`src/rtl/mult18x18_mac_seq_pkg.sv`:
```
// Shared constants and saturation helpers for the MULT18X18 multiply-accumulate sequencer.
package mult18x18_mac_seq_pkg;

  localparam int MULT_W    = 18;
  localparam int PROD_W    = 36;
  localparam int ACC_W_DEF = 48;
  localparam int CNT_W_DEF = 8;

  // Most positive w-bit two's-complement value, right-aligned in 64 bits.
  function automatic logic [63:0] sat_max(input int w);
    return (64'd1 << (w - 1)) - 64'd1;
  endfunction

  // Most negative w-bit value; only the low w bits are meaningful.
  function automatic logic [63:0] sat_min(input int w);
    return ~sat_max(w);
  endfunction

endpackage

```
`src/rtl/mult18x18_mac_seq_acc_add.sv`:
```
// Sign-extends a 36-bit product, adds it to the running sum, flags signed overflow
// and optionally clamps the result.
module mac_acc_add
  import mult18x18_mac_seq_pkg::*;
#(
  parameter int ACC_W    = ACC_W_DEF,
  parameter int SATURATE = 0
) (
  input  logic [ACC_W-1:0]  acc_in,
  input  logic [PROD_W-1:0] prod,
  output logic [ACC_W-1:0]  sum,
  output logic              ovf
);

  localparam logic [ACC_W-1:0] ACC_MAX = ACC_W'(sat_max(ACC_W));
  localparam logic [ACC_W-1:0] ACC_MIN = ACC_W'(sat_min(ACC_W));

  logic [ACC_W-1:0] prod_ext;
  logic [ACC_W-1:0] raw;

  always_comb begin
    prod_ext = {{(ACC_W - PROD_W){prod[PROD_W-1]}}, prod};
    raw      = acc_in + prod_ext;
    ovf      = (acc_in[ACC_W-1] == prod_ext[ACC_W-1]) && (raw[ACC_W-1] != acc_in[ACC_W-1]);
    sum      = raw;
    // Overflow can only happen when both operands share a sign, so that sign picks the rail.
    if ((SATURATE != 0) && ovf) begin
      sum = acc_in[ACC_W-1] ? ACC_MIN : ACC_MAX;
    end
  end

endmodule

```
`src/rtl/mult18x18_mac_seq.sv`:
```
// Streaming MAC sequencer: operand register -> external MULT18X18 -> product register
// -> accumulator, emitting one result per in_last-tagged group.
module mult18x18_mac_seq
  import mult18x18_mac_seq_pkg::*;
#(
  parameter int ACC_W    = ACC_W_DEF,
  parameter int CNT_W    = CNT_W_DEF,
  parameter int SATURATE = 0
) (
  input  logic              C,
  input  logic              CLR,
  input  logic              CE,
  input  logic              in_valid,
  output logic              in_ready,
  input  logic [MULT_W-1:0] in_a,
  input  logic [MULT_W-1:0] in_b,
  input  logic              in_last,
  output logic [MULT_W-1:0] mul_a,
  output logic [MULT_W-1:0] mul_b,
  input  logic [PROD_W-1:0] mul_p,
  output logic              out_valid,
  input  logic              out_ready,
  output logic [ACC_W-1:0]  out_acc,
  output logic [CNT_W-1:0]  out_cnt,
  output logic              out_ovf
);

  logic [MULT_W-1:0] mul_a_q, mul_a_d, mul_b_q, mul_b_d;
  logic              s1_v_q, s1_v_d, s1_last_q, s1_last_d;
  logic [PROD_W-1:0] p_q, p_d;
  logic              s2_v_q, s2_v_d, s2_last_q, s2_last_d;
  logic [ACC_W-1:0]  acc_q, acc_d;
  logic [CNT_W-1:0]  cnt_q, cnt_d;
  logic              ovf_q, ovf_d, first_q, first_d;
  logic [ACC_W-1:0]  out_acc_q, out_acc_d;
  logic [CNT_W-1:0]  out_cnt_q, out_cnt_d;
  logic              out_ovf_q, out_ovf_d, out_valid_q, out_valid_d;

  logic              stall, adv;
  logic [ACC_W-1:0]  acc_base, add_sum;
  logic              add_ovf;
  logic [CNT_W-1:0]  cnt_sum;
  logic              ovf_sum;

  assign acc_base = first_q ? '0 : acc_q;

  mac_acc_add #(
    .ACC_W    (ACC_W),
    .SATURATE (SATURATE)
  ) u_add (
    .acc_in (acc_base),
    .prod   (p_q),
    .sum    (add_sum),
    .ovf    (add_ovf)
  );

  always_comb begin
    // Only a finished result that cannot leave blocks the pipe; partial terms keep flowing.
    stall       = out_valid_q & ~out_ready & s2_v_q & s2_last_q;
    adv         = CE & ~stall;
    cnt_sum     = (first_q ? '0 : cnt_q) + CNT_W'(1);
    ovf_sum     = (first_q ? 1'b0 : ovf_q) | add_ovf;
    mul_a_d     = mul_a_q;
    mul_b_d     = mul_b_q;
    s1_v_d      = s1_v_q;
    s1_last_d   = s1_last_q;
    p_d         = p_q;
    s2_v_d      = s2_v_q;
    s2_last_d   = s2_last_q;
    acc_d       = acc_q;
    cnt_d       = cnt_q;
    ovf_d       = ovf_q;
    first_d     = first_q;
    out_acc_d   = out_acc_q;
    out_cnt_d   = out_cnt_q;
    out_ovf_d   = out_ovf_q;
    out_valid_d = out_valid_q;
    if (adv) begin
      s1_v_d = in_valid;
      if (in_valid) begin
        mul_a_d   = in_a;
        mul_b_d   = in_b;
        s1_last_d = in_last;
      end
      p_d       = mul_p;
      s2_v_d    = s1_v_q;
      s2_last_d = s1_last_q;
    end
    if (out_ready) begin
      out_valid_d = 1'b0;
    end
    if (adv && s2_v_q) begin
      if (!s2_last_q) begin
        acc_d   = add_sum;
        cnt_d   = cnt_sum;
        ovf_d   = ovf_sum;
        first_d = 1'b0;
      end else begin
        out_acc_d   = add_sum;
        out_cnt_d   = cnt_sum;
        out_ovf_d   = ovf_sum;
        out_valid_d = 1'b1;
        first_d     = 1'b1;
        acc_d       = '0;
        cnt_d       = '0;
        ovf_d       = 1'b0;
      end
    end
  end

  always_ff @(posedge C or posedge CLR) begin
    if (CLR) begin
      mul_a_q     <= '0;
      mul_b_q     <= '0;
      s1_v_q      <= 1'b0;
      s1_last_q   <= 1'b0;
      p_q         <= '0;
      s2_v_q      <= 1'b0;
      s2_last_q   <= 1'b0;
      acc_q       <= '0;
      cnt_q       <= '0;
      ovf_q       <= 1'b0;
      first_q     <= 1'b1;
      out_acc_q   <= '0;
      out_cnt_q   <= '0;
      out_ovf_q   <= 1'b0;
      out_valid_q <= 1'b0;
    end else begin
      mul_a_q     <= mul_a_d;
      mul_b_q     <= mul_b_d;
      s1_v_q      <= s1_v_d;
      s1_last_q   <= s1_last_d;
      p_q         <= p_d;
      s2_v_q      <= s2_v_d;
      s2_last_q   <= s2_last_d;
      acc_q       <= acc_d;
      cnt_q       <= cnt_d;
      ovf_q       <= ovf_d;
      first_q     <= first_d;
      out_acc_q   <= out_acc_d;
      out_cnt_q   <= out_cnt_d;
      out_ovf_q   <= out_ovf_d;
      out_valid_q <= out_valid_d;
    end
  end

  assign in_ready  = adv;
  assign mul_a     = mul_a_q;
  assign mul_b     = mul_b_q;
  assign out_valid = out_valid_q;
  assign out_acc   = out_acc_q;
  assign out_cnt   = out_cnt_q;
  assign out_ovf   = out_ovf_q;

endmodule

```
`config.mk`:
```
export PLATFORM = sky130hd
export DESIGN_NAME = mult18x18_mac_seq
export DESIGN_NICKNAME = d
export VERILOG_FILES = /design/src/rtl/mult18x18_mac_seq_pkg.sv /design/src/rtl/mult18x18_mac_seq_acc_add.sv /design/src/rtl/mult18x18_mac_seq.sv
export SDC_FILE = /design/constraint.sdc
export NUM_CORES = 1
export LEC_CHECK = 0
export CORE_MARGIN = 2
export CORE_UTILIZATION = 45
export CTS_BUF_LIST = sky130_fd_sc_hd__clkbuf_8
export CTS_CLUSTER_DIAMETER = 40
export DETAILED_ROUTE_END_ITERATION = 7
export GPL_TIMING_DRIVEN = 0
export MAX_ROUTING_LAYER = met4
export PLACE_DENSITY = 0.69
export SLEW_MARGIN = 30
export SYNTH_ARGS = -nofsm -noshare
export SYNTH_HDL_FRONTEND = slang
export SYNTH_SLANG_ARGS = --single-unit
```
`constraint.sdc`:
```
create_clock -name C -period 9.7 [get_ports C]
set_clock_uncertainty 0.05 [all_clocks]
set_input_delay 0.97 -clock C [delete_from_list [all_inputs] [get_ports C]]
set_output_delay 0.97 -clock C [all_outputs]
set_load 0.01 [all_outputs]
```
# Word-level counts from Yosys, hierarchy flattened
# Cells that the tools add are included.
totals:
  regBits: 192
  input_bits: 78
  out_inout_bits: 95
op_classes:
  add_sub_neg: 2
  eq_ne: 2
  mux: 10
  bitwise: 7
  n_reduce_logical: 4
op_table:
  columns: ["operator", "n"]
  rows:
  - ["$mux W48", 2]
  - ["$add A48 B48 Y48", 1]
  - ["$mux W8", 2]
  - ["$add A8 B1 Y8 const B", 1]
  - ["$mux W1", 6]
  - ["$and A1 B1 Y1", 4]
  - ["$reduce_and A2 Y1", 2]
  - ["$logic_and A1 B1 Y1", 2]
  - ["$not A1 Y1", 2]
  - ["$eq A1 B1 Y1", 1]
  - ["$ne A1 B1 Y1", 1]
  - ["$or A1 B1 Y1", 1]

# Depth between registers and ports, before layout
# Gate-level depths: netlist of the first run.
logic_depth:
  word_depth: 8
  depth_mapped: 15
  depth_no_buf: 13

# By module
# A second synthesis of the first run with hierarchy kept.
unflattened:
  hier_cells: 1149
  area_unflattened_um2: 10837.9
by_module_without_submodules:
  columns: ["mod", "instances", "cells_per_inst", "area_each_um2", "seq_area_each_um2"]
  rows:
  - ["mult18x18_mac_seq", 1, 733, 7908.8, 4805.9]
  - ["mac_acc_add", 1, 416, 2929.1, 0.0]

# Worst setup path before layout of the first run
# No wires, ideal clock.
synth_path:
  path_kind: "flip-flop to flip-flop"
  startpoint: "register first_q"
  endpoint: "register out_acc_q[47] (netlist: out_acc[47])"
  arrival_ns: 3.561
  t_required_ns: 9.525
  path_slack_ns: 5.964
  path_stages_with_launch: 15
  n_path_buf: 3
  period_less_slack_ns: 3.736
  cell_sequence: "dfstp_2 clkbuf_1 clkbuf_1 clkbuf_1 nor2b_1 ha_1 a21o_1 a21o_1 a21oi_1 o21ai_0 a221oi_1 nand2_2 a21oi_4 xnor3_1 mux2_2"
synth_via:
  elab_chain_cells: 2
synth_lines:
  columns: ["element", "line", "rtl"]
  rows:
  - ["start, declared", "mult18x18_mac_seq.sv:34", "logic ovf_q, ovf_d, first_q, first_d;"]
  - ["start signal, assigned", "mult18x18_mac_seq.sv:139", "first_q <= first_d;"]
  - ["$mux W48", "mult18x18_mac_seq.sv:45", "assign acc_base = first_q ? '0 : acc_q;"]
  - ["$add A48 B48 Y48", "mult18x18_mac_seq_acc_add.sv:23", "raw = acc_in + prod_ext;"]
  - ["end signal, assigned", "mult18x18_mac_seq.sv:140", "out_acc_q <= out_acc_d;"]
  - ["end, declared", "mult18x18_mac_seq.sv:35", "logic [ACC_W-1:0] out_acc_q, out_acc_d;"]
# No other way between the ends.
# A chain may end at the register's enable or synchronous reset.

# Worst setup path after layout of the first run
# Same ends and word-level chain as after synthesis.

==> results of run 1 <==
cell usage after synthesis, drive strengths merged (8+ instances only):
cell,n
inv,19
xor2,18
mux2,49
nor2,31
nand3,16
o211ai,8
a22o,42
nor2b,54
o21ai,44
dfrtp,191
nor3,11
a21oi,58
o31ai,9
nand2,286
ha,48
xnor2,32
clkbuf,53
a21o,25
worst max-delay path, cell delays in order (launching register included):
cell	delay (ps)
dfstp_2	540
clkbuf_1	440
clkbuf_1	460
clkbuf_1	530
nor2b_1	120
ha_1	370
a21o_1	200
a21o_1	170
a21oi_1	190
o21ai_0	130
a221oi_1	340
nand2_2	150
a21oi_4	280
xnor3_1	390
mux2_2	280
layer usage:
metal,global-route usage,part of all wire
met3,0.05194,0.055
met5,-,0
met1,0.3211,0.47
met2,0.3751,0.45
met4,0.05592,0.017
sequential cells by signal, summed over array words and instances, names as in the netlist:
name,flops
acc_q,48
out_acc,48
p_q,36
mul_a,18
mul_b,18
cnt_q,8
out_cnt,8
first_q,1
out_ovf,1
out_valid,1
ovf_q,1
s1_last_q,1
s1_v_q,1
s2_last_q,1
s2_v_q,1
worst paths after layout:
check | end | slack [ps] | depth (start not counted)
worst max-delay path | out_acc[47] | 4930 | 14
worst min-delay path | s2_v_q | 430 | 2
worst max register to register | out_acc[47] | 4930 | 14
worst min register to register | s2_v_q | 430 | 2
max in group asynchronous | acc_q[25] | 7730 | 4
min in group asynchronous | mul_b[12] | 760 | 2
power by group through the flow:
stage,Combinational [W],Clock (W),Sequential (W)
after floorplan,0.000964,0,0.00123
after global placement,0.00155,0,0.00119
after detailed placement,0.00157,0,0.00120
after CTS,0.00158,0.000593,0.00118
after global routing,0.00175,0.000621,0.00121
final,0.00158,0.000578,0.00118
stage by stage:
stage               total power, W  worst slack (ps)  hold WS [ps]  utilization  std cells
finish                    0.003337              4935         426.6       0.5740       1589
global route              0.003586              4758         456.7       0.5740       1589
global placement          0.002747             820.1         397.3       0.5514       1554
floorplan                 0.002195              3454         383.1            -       1097
CTS                       0.003356              4958         427.2       0.5739       1588
detailed placement        0.002768              4999         411.7       0.5542       1556
kinds of logic after synthesis:
kind of cell | synth area share
AND/OR/NAND/NOR | 0.1849
AO/OA/AOI/OAI | 0.1602
flip-flops | 0.4618
buffers and inverters | 0.02946
multiplexers | 0.05976
XOR/XNOR | 0.04425
adder cells (fa/ha/maj) | 0.05964
layout make-up:
cell class / count / share of cell area
flip-flops and latches: 192 / 0.3698
well taps: 285 / 0.02744
plain buffers: 60 / 0.01781
inverters: 20 / 0.006355
clock inverters: 15 / 0.01627
clock buffers: 17 / 0.01800
multi-input cells: 825 / 0.4074
diodes: 1 / 0.0001926
repair buffers: 174 / 0.1367
==> impl_metrics.csv, run 1 <==
group,metric,value,unit
run_status,outcome,"completed",
clock_network,clockBufferDepth,2,
clock_network,clk_latency,490,ps
sta,finalSetupTns,0,ps
clock_network,root_buffer,"clkbuf_8",
worst_setup_path,rr_startpoint,"first_q",
placed_design,routabilityCongestion,0.8976,
synthesis,yosysSeqAreaShare,0.4618,
synthesis,synthCells,1097,
drt,vias,8596,
final_layout,layout.area.seq,4806,µm²
floorplan,die_width,156.1,µm
final_layout,final_area,13000,µm²
clock_network,clkSinkCount,192,
sta,max_freq,209.9,MHz
grt,antenna_found_initial,1,
drt,drtIter0Drc,457,
clock_network,clk_pin_slew_worst_paths,130,ps
drt,drt_pass1_iterations,5,
worst_setup_path,critPathArrivalTime,5090,ps
worst_setup_path,crit_fanout,10,
pwr,pwr-share-comb,0.473,
hold_path,hold_class,"reg2reg",
sta,finalCritPeriodShare,0.4913,
floorplan,io_pins,173,
synthesis,syn_avg_cell_area,9.486,µm²
placed_design,hpwl,20390,µm
final_layout,multi_input_area,5294,µm²
placed_design,dpl_cell_area,12550,µm²
sta,tightest_slew,1015,ps
floorplan,die-area,24360,µm²
worst_setup_path,crit_required,10030,ps
grt,overflow,0,
worst_setup_path,cp-startpoint,"first_q",
grt,grt_max_degree,89,
synthesis,ys_seq_elements,192,
worst_setup_path,start_kind,"flip-flop",
clock_network,post_cts_buffers,0,
final_layout,nets,1417,
clock_network,cts_inserted_buffers,17,
pwr,peakVddDrop,0.1039,mV
floorplan,die_y,156.1,µm
synthesis,netlist_area,10410,µm²
synthesis,async_reset_ff_frac,1.000,
grt,grt_pass1_vias,8688,
worst_setup_path,endpoint_kind,"flip-flop",
synthesis,synth_flop_cell,"dfrtp_1",
clock_network,post_cts_resize_count,0,
grt,grt_use_total,0.2396,
floorplan,start_util,0.4596,
synthesis,synth_top_area_frac,0.4593,
placed_design,port_buffers,172,
sta,setup_violations,0,
drt,route.detailed.drc,0,
clock_network,holdBufCountCts,0,
pwr,p_sw_frac,0.4009,
floorplan,coreArea,22640,µm²
synthesis,synth_top_cell_by_area,"dfrtp_1",
clock_network,cts_tree,"yes",
grt,grt_pass1_wl,44950,µm
worst_setup_path,crit_type,"reg2reg",
synthesis,synth_area_leaders,"dfrtp_1 46%, nand2_1 10%, ha_1 5.8%, mux2_2 5.3%, a22o_1 3.5%",
sta,relSlewSlack,0.3205,
sta,finalHoldViolCount,0,
pwr,pwr-share-seq,0.354,
pwr,intPower,0.001999,W
final_layout,layout-drive-gt1-share,0.08289,
synthesis,synth_fp_nets,1224,
floorplan,rows,55,
synthesis,yosysUniqueCellTypes,68,
final_layout,area_delta_synth_final,24.88,%
final_layout,final_common_cell,"nand2_1",
synthesis,yosys_warnings,0,
drt,via_per_inst,5.410,
pwr,powerDensity,256.8,nW/µm²
drt,antenna_left,0,
sta,drv_slew,0,
clock_network,htree_levels,4,
sta,rsz0062_at_grt,"no",
final_layout,fill_cells,2042,
drt,wl_per_cell,17.12,µm
pwr,pwr-share-clk,0.173,
hold_path,hp-start,"s1_v_q",
sta,period_needed,4765,ps
pwr,power_switching,0.001338,W
synthesis,synth_edf_count,0,
drt,routed_wl,27200,µm
flow_run,max_cap_violations,0,
final_layout,final_cell_mix,"285 x nand2_1, 191 x dfrtp_1, 172 x clkdlybuf4s50_1",
pwr,p_leak,6.084,nW
No activity file was read; power rests on OpenSTA's default activity.
==> inputs of run 2 (changes only) <==
PLACE_DENSITY = 0.72   (was 0.69)
clock period = 4.2 ns   (was 9.7 ns; I/O delays follow)
==> impl_metrics.csv, run 2 (synthesis gave the netlist of run 1 again) <==
group,metric,value,unit
drt,vias,8660,
sta,finalCritPeriodShare,0.9535,
drt,antenna_left,0,
floorplan,start_util,0.4596,
pwr,p_sw_frac,0.3975,
hold_path,hold_class,"in2async",
grt,grt_use_total,0.2473,
final_layout,final_cell_mix,"285 x nand2_1, 191 x dfrtp_1, 172 x clkdlybuf4s50_1",
worst_setup_path,crit_family,"simple AND/OR/NAND/NOR gates",
final_layout,area_delta_synth_final,25.86,%
drt,routed_wl,27940,µm
worst_setup_path,crit_required,4550,ps
sta,tightest_slew,889.3,ps
worst_setup_path,critPathSlowestCell,"dfstp_2",
sta,period_needed,4005,ps
pwr,intPower,0.004675,W
floorplan,die_y,156.1,µm
placed_design,hpwl,20980,µm
worst_setup_path,slowest_delay,680,ps
pwr,powerDensity,592.4,nW/µm²
final_layout,layout-drive-gt1-share,0.09181,
pwr,power_switching,0.003084,W
placed_design,routabilityCongestion,0.8819,
placed_design,place_ws,-401.2,ps
pwr,peakVddDrop,0.2488,mV
clock_network,post_cts_buffers,0,
grt,grt_pass1_wl,46020,µm
sta,max_freq,249.7,MHz
grt,overflow,0,
pwr,power.total,0.007759,W
final_layout,nets,1421,
worst_setup_path,crit_fanout,10,
clock_network,cts_inserted_buffers,17,
pwr,pwr-share-clk,0.172,
floorplan,coreArea,22640,µm²
final_layout,stdcell_count,1593,
worst_setup_path,endpoint_kind,"flip-flop",
worst_setup_path,crit_buf_inv,2,
final_layout,fill_cells,2023,
grt,antenna_found_initial,1,
grt,grt_max_degree,30,
drt,drtIter0Drc,550,
clock_network,clkSinkCount,192,
floorplan,io_pins,173,
sta,finalSetupTns,0,ps
floorplan,die-area,24360,µm²
worst_setup_path,crit_type,"reg2reg",
sta,finalHoldViolCount,0,
placed_design,port_buffers,172,
flow_run,max_cap_violations,0,
sta,drv_slew,0,
clock_network,clk_latency,500,ps
clock_network,clk_pin_slew_worst_paths,130,ps
clock_network,clockBufferDepth,2,
drt,via_per_inst,5.436,
sta,fin_ws,195.4,ps
final_layout,final_common_cell,"nand2_1",
worst_setup_path,start_kind,"flip-flop",
sta,relSlewSlack,0.4071,
pwr,p_leak,6.143,nW
pwr,pwr-share-comb,0.473,
clock_network,cts_tree,"yes",
final_layout,finalCoreUtilization,0.5785,
sta,rsz0062_at_grt,"no",
sta,setup_violations,0,
final_layout,layout.area.seq,4806,µm²
floorplan,die_width,156.1,µm
clock_network,htree_levels,4,
worst_setup_path,cp_cell_sequence,"clkbuf_2 > nor2b_1 > ha_1 > clkbuf_1 > nand4_1 > or4_1 > o2111ai_2 > nand3_1 > nand2_2 > a21oi_4 > xnor3_1 > mux2_2",
worst_setup_path,critPathArrivalTime,4350,ps
final_layout,multi_input_area,5308,µm²
drt,route.detailed.drc,0,
floorplan,rows,55,
grt,grt_pass1_vias,8864,
drt,wl_per_cell,17.54,µm
run_status,outcome,"completed",
pwr,pwr-share-seq,0.355,
placed_design,place_inst,1561,
drt,drt_pass1_iterations,5,
clock_network,root_buffer,"clkbuf_8",
-- run 2: cell count changes in the layout (fill, tap and decap cells not counted), sizes merged --
cell,change
inv,-3
bufinv,+1
clkinvlp,+2
buf,+6
clkbuf,-2
-- run 2: cell type report --
class	count	area share
Timing Repair Buffer	179	0.1427
Antenna cell	1	0.0001911
Inverter	20	0.006018
Sequential cell	192	0.3669
Multi-Input combinational cell	825	0.4052
Tap cell	285	0.02723
Clock buffer	17	0.01786
Buffer	59	0.01805
Clock inverter	15	0.01576
-- run 2: what timing repair did --
action	4_1_cts	5_1_grt
gates resized for setup	5	6
endpoints found under the setup margin	21	3
pin swaps	0	1
hold buffers	0	0
-- run 2: power by group through the flow --
stage                     Sequential [W]  Clock, W  Combinational, W
after floorplan                  0.00284         0           0.00223
final                            0.00275   0.00134           0.00367
after global placement           0.00276         0           0.00358
after CTS                        0.00275   0.00137           0.00366
after global routing             0.00282   0.00145           0.00405
after detailed placement         0.00277         0           0.00364
-- run 2: metrics by stage --
stage / area, µm² / hold WS (ps)
6_report: 13100 / 137.7
5_1_grt: 13100 / 139.7
4_1_cts: 13090 / 122.4
3_5_place_dp: 12640 / 412.9
3_3_place_gp: 12490 / 398.3
2_1_floorplan: 10410 / 383.1
-- run 2: per-layer routing --
layer  share of wire  wire length (µm)  track usage
met2            0.46             12840       0.3854
met4           0.019               524      0.06116
met3           0.063              1753      0.05639
met5               0                 0            -
met1            0.46             12820       0.3297
-- run 2: worst paths after layout --
path | start | endpoint | slack, ps | cells past startpoint
setup / recovery | first_q | out_acc[47] | 200 | 12
max in group asynchronous | CLR | out_acc[37] | 3100 | 5
min in group C | mul_p[17] | p_q[17] | 390 | 3
hold / removal | CLR | mul_a[11] | 140 | 2
hold reg to reg | s1_v_q | s2_v_q | 420 | 2
setup reg to reg | first_q | out_acc[47] | 200 | 12
